==> src/rtl/uart_rx_ctrl.sv <==
// UART receive controller: synchronises rx, gates the oversampled baud generator for the
// duration of a frame and samples start, data and stop bits at their centres.
module uart_rx_ctrl #(
  parameter int unsigned OVERSAMPLING = 8,
  parameter int unsigned DATA_BITS    = 8
) (
  input  logic                 clock,
  input  logic                 reset,
  input  logic                 rx,
  input  logic                 os_tick,
  output logic                 gen_ena,
  output logic                 busy,
  output logic [DATA_BITS-1:0] data_out,
  output logic                 data_valid,
  output logic                 frame_error
);

  localparam int unsigned TickW = $clog2(OVERSAMPLING);
  localparam int unsigned BitW  = $clog2(DATA_BITS + 1);

  localparam logic [TickW-1:0] TickHalf = TickW'(OVERSAMPLING / 2 - 1);
  localparam logic [TickW-1:0] TickLast = TickW'(OVERSAMPLING - 1);
  localparam logic [BitW-1:0]  BitLast  = BitW'(DATA_BITS - 1);

  typedef enum logic [1:0] {StIdle, StStart, StData, StStop} state_e;

  state_e               state_q;
  logic                 rx_meta_q, rx_s_q, rx_d_q;
  logic [TickW-1:0]     tick_cnt_q;
  logic [BitW-1:0]      bit_cnt_q;
  logic [DATA_BITS-1:0] shift_q;

  // Line idles high, so the synchroniser resets to 1 to avoid a false edge after reset.
  always_ff @(posedge clock) begin
    if (reset) begin
      rx_meta_q <= 1'b1;
      rx_s_q    <= 1'b1;
      rx_d_q    <= 1'b1;
    end else begin
      rx_meta_q <= rx;
      rx_s_q    <= rx_meta_q;
      rx_d_q    <= rx_s_q;
    end
  end

  always_ff @(posedge clock) begin
    if (reset) begin
      state_q     <= StIdle;
      tick_cnt_q  <= '0;
      bit_cnt_q   <= '0;
      shift_q     <= '0;
      data_out    <= '0;
      busy        <= 1'b0;
      data_valid  <= 1'b0;
      frame_error <= 1'b0;
    end else begin
      data_valid  <= 1'b0;
      frame_error <= 1'b0;
      unique case (state_q)
        StIdle: begin
          // os_tick deliberately ignored here; the generator restarts on enable.
          if (rx_d_q && !rx_s_q) begin
            state_q    <= StStart;
            tick_cnt_q <= '0;
            busy       <= 1'b1;
          end
        end
        StStart: begin
          if (os_tick) begin
            if (tick_cnt_q == TickHalf) begin
              if (!rx_s_q) begin
                state_q    <= StData;
                tick_cnt_q <= '0;
                bit_cnt_q  <= '0;
              end else begin
                state_q <= StIdle;
                busy    <= 1'b0;
              end
            end else begin
              tick_cnt_q <= tick_cnt_q + TickW'(1);
            end
          end
        end
        StData: begin
          if (os_tick) begin
            if (tick_cnt_q == TickLast) begin
              shift_q    <= {rx_s_q, shift_q[DATA_BITS-1:1]};
              tick_cnt_q <= '0;
              bit_cnt_q  <= bit_cnt_q + BitW'(1);
              if (bit_cnt_q == BitLast) begin
                state_q <= StStop;
              end
            end else begin
              tick_cnt_q <= tick_cnt_q + TickW'(1);
            end
          end
        end
        StStop: begin
          if (os_tick) begin
            if (tick_cnt_q == TickLast) begin
              if (rx_s_q) begin
                data_out   <= shift_q;
                data_valid <= 1'b1;
              end else begin
                frame_error <= 1'b1;
              end
              state_q <= StIdle;
              busy    <= 1'b0;
            end else begin
              tick_cnt_q <= tick_cnt_q + TickW'(1);
            end
          end
        end
        default: begin
          state_q <= StIdle;
          busy    <= 1'b0;
        end
      endcase
    end
  end

  assign gen_ena = busy;

endmodule
==> config.mk <==
export PLATFORM = sky130hd
export DESIGN_NAME = uart_rx_ctrl
export DESIGN_NICKNAME = d
export VERILOG_FILES = /design/src/rtl/uart_rx_ctrl.sv
export SDC_FILE = /design/constraint.sdc
export NUM_CORES = 1
export LEC_CHECK = 0
export BUFFER_PORTS_ARGS = -buffer_cell sky130_fd_sc_hd__buf_2
export CORE_UTILIZATION = 55
export CTS_BUF_LIST = sky130_fd_sc_hd__clkbuf_4 sky130_fd_sc_hd__clkbuf_8 sky130_fd_sc_hd__clkbuf_16
export DETAILED_ROUTE_END_ITERATION = 6
export PLACE_DENSITY = 0.85
export SYNTH_ARGS = -nofsm -noshare
export SYNTH_HDL_FRONTEND = slang
export SYNTH_SLANG_ARGS = --single-unit
==> constraint.sdc <==
create_clock -name clock -period 3.1 [get_ports clock]
set_input_delay 0 -clock clock [delete_from_list [all_inputs] [get_ports clock]]
set_output_delay 0 -clock clock [all_outputs]
set_load 0.03 [all_outputs]
==> reports/qor.yml <==
dr.pass1.iters: 4
cts-root-buf: "clkbuf_4"
worstSkewPairLatency_ps: 330
core_um2: 2280
nets: 173
multi_input_area_um2: 683
seq_area_frac_synth: 0.453
syn-cell-area_um2: 1370
grt.overflow.total: 0
grt_util_all_layers: 0.230
power_density_nw_per_um2: 504
maxSlewHeadroom: 0.645
mostFrequentLayoutCells: "dfxtp_1, nand2_1, a21oi_1"
drc: 0
yosys.area.top_type: "dfxtp_1"
drt_iter0_markers: 25
wl_um: 2420
cts_tree: "built"
num_vias: 1049
status: "finished clean"
io_buffers: 15
synthTopCellsByArea: "dfxtp_1, mux2i_1, nand2_1"
post-route-period-util: 0.593
hold_path_class: "primary input to register"
grt_pass1_vias: 1028
ys_types: 36
grt_max_degree: 33
detail_route.wl_per_cell_um: 12.6
cts_setup_buffers: 0
clk_pin_slew_ps: 100
synth-seq-cells: 31
cts_buffers: 5
leakagePower_nw: 0.651
syn_nets: 160
regArea_um2: 621
cp-start-kind: "register"
layout_commonest_cell: "dfxtp_1"
final_core_util: 0.667
dpl.hpwl_um: 1700
grt_pass1_wl_um: 4450
fin_skew_ps: 13.3
min_period_ps: 1840
max_freq_mhz: 544
cp.arrival_ps: 2050
critPathCaptureType: "register"
tightest_slew_ps: 532
yosysWarnings: 0
required_ps: 3310
setup_viol: 0
ant_nets: 0
synth-main-ff-cell: "dfxtp_1"
die_area_um2: 2690
area_delta_synth_final_pct: 10.9
synth_top_cell_area_share: 0.453
cts_sinks: 31
place.gp.congestion: 0.769
die_w_um: 51.9
fin_tns_setup_ps: 0
drv_slew: 0
hold_viol: 0
grt_setup_unrepaired: "no"
async_reset_ff_frac: 0
cp_max_fo: 9
cts_max_level: 2
ir_worst_vdd_mv: 0.404
synth_edf_count: 0
crit_type: "register to register"
initial_core_util: 0.601
maxCapViolCount: 0
drive_above_1_share: 0.195
cts_buffer_depth: 2
viasPerCell: 5.46
ios: 16
syn_inst: 150
die_y_um: 51.9
post_synth.cell_area_avg_um2: 9.13
antenna_found_initial: 0
num_antenna_cells: 0
fillCellCount: 174
rows: 17
[power breakdown]
group	internal, mW	total (mW)	switching, mW
combinational	0.0105	0.0278	0.0173
sequential	0.402	0.407	0.00544
clock	0.191	0.330	0.139
total	0.603	0.765	0.162
[cells by family (layout without fill, tap and decap cells)]
| family | Yosys count | after routing | synth area share |
|---|---|---|---|
| flops | 31 | 31 | 0.453 |
| fa+ha+maj | 6 | 6 | 0.0548 |
| buf+inv | 12 | 26 | 0.0475 |
| compound gates | 21 | 21 | 0.0923 |
| mux | 11 | 11 | 0.0841 |
| simple gates | 66 | 66 | 0.249 |
| xor+xnor | 3 | 3 | 0.0192 |
[worst max-delay path, stage by stage, from the launching register on]
cell and delay [ps]:
dfxtp_1 360, ha_1 220, ha_1 210, and3_1 160
nand3_1 390, mux2i_1 330, nor2_1 60
[registers in the layout, summed over array words and instances, names as in the netlist, named ones only]
signal / flops
data_out: 8
tick_cnt_q: 3
rx_d_q: 1
state_q: 1
frame_error: 1
busy: 1
bit_cnt_q: 4
rx_s_q: 1
rx_meta_q: 1
shift_q: 8
data_valid: 1
[per-stage QoR]
| stage | total power [mW] | std cells | hold WS (ps) | area, µm² | setup WS (ps) |
|---|---|---|---|---|---|
| 2_1_floorplan | 0.439 | 150 | 104 | 1370 | 1600 |
| 3_3_place_gp | 0.442 | 183 | 183 | 1420 | 1370 |
| 3_5_place_dp | 0.444 | 183 | 186 | 1420 | 1260 |
| 4_1_cts | 0.770 | 192 | 86.9 | 1520 | 1260 |
| 5_1_grt | 0.791 | 192 | 113 | 1520 | 1080 |
| 6_report | 0.765 | 192 | 95.6 | 1520 | 1260 |
[area by class of cell]
class | count | area share
clock inverter | 2 | 0.0231
tap | 28 | 0.0231
multi-input combinational | 107 | 0.450
sequential | 31 | 0.409
inverter | 2 | 0.00495
clock buffer | 6 | 0.0338
timing repair buffer | 16 | 0.0561
[synthesized netlist by cell type (all sizes together) (2+ instances only)]
library cell	instances
a21oi	16
buf	8
clkbuf	2
dfxtp	31
ha	6
inv	2
mux2i	10
nand2	24
nand2b	2
nand3	3
nand3b	2
nor2	13
nor2b	2
nor3	10
or2	4
xnor2	2
[repair_timing]
action / in CTS / in global routing
hold endpoints to repair: 1 / 0
hold buffers: 1 / 0
resized for setup: 0 / 0
[path summary, 6_finish.rpt]
check	depth (start not counted)	end	start	slack (ps)
setup / recovery	6	data_out[6]	tick_cnt_q[0]	1260
hold / removal	4	register	os_tick	100
setup reg to reg	6	data_out[6]	tick_cnt_q[0]	1260
hold reg to reg	1	rx_s_q	rx_meta_q	420
[routing by layer]
layer  GRT usage  part of all wire  up-vias
met5           0                 0        -
met4       0.122             0.016        0
met3      0.0673             0.039        5
met2       0.378              0.50       20
met1       0.268              0.44      489
li1            -                 -      535
No activity file was read; power rests on OpenSTA's default activity.
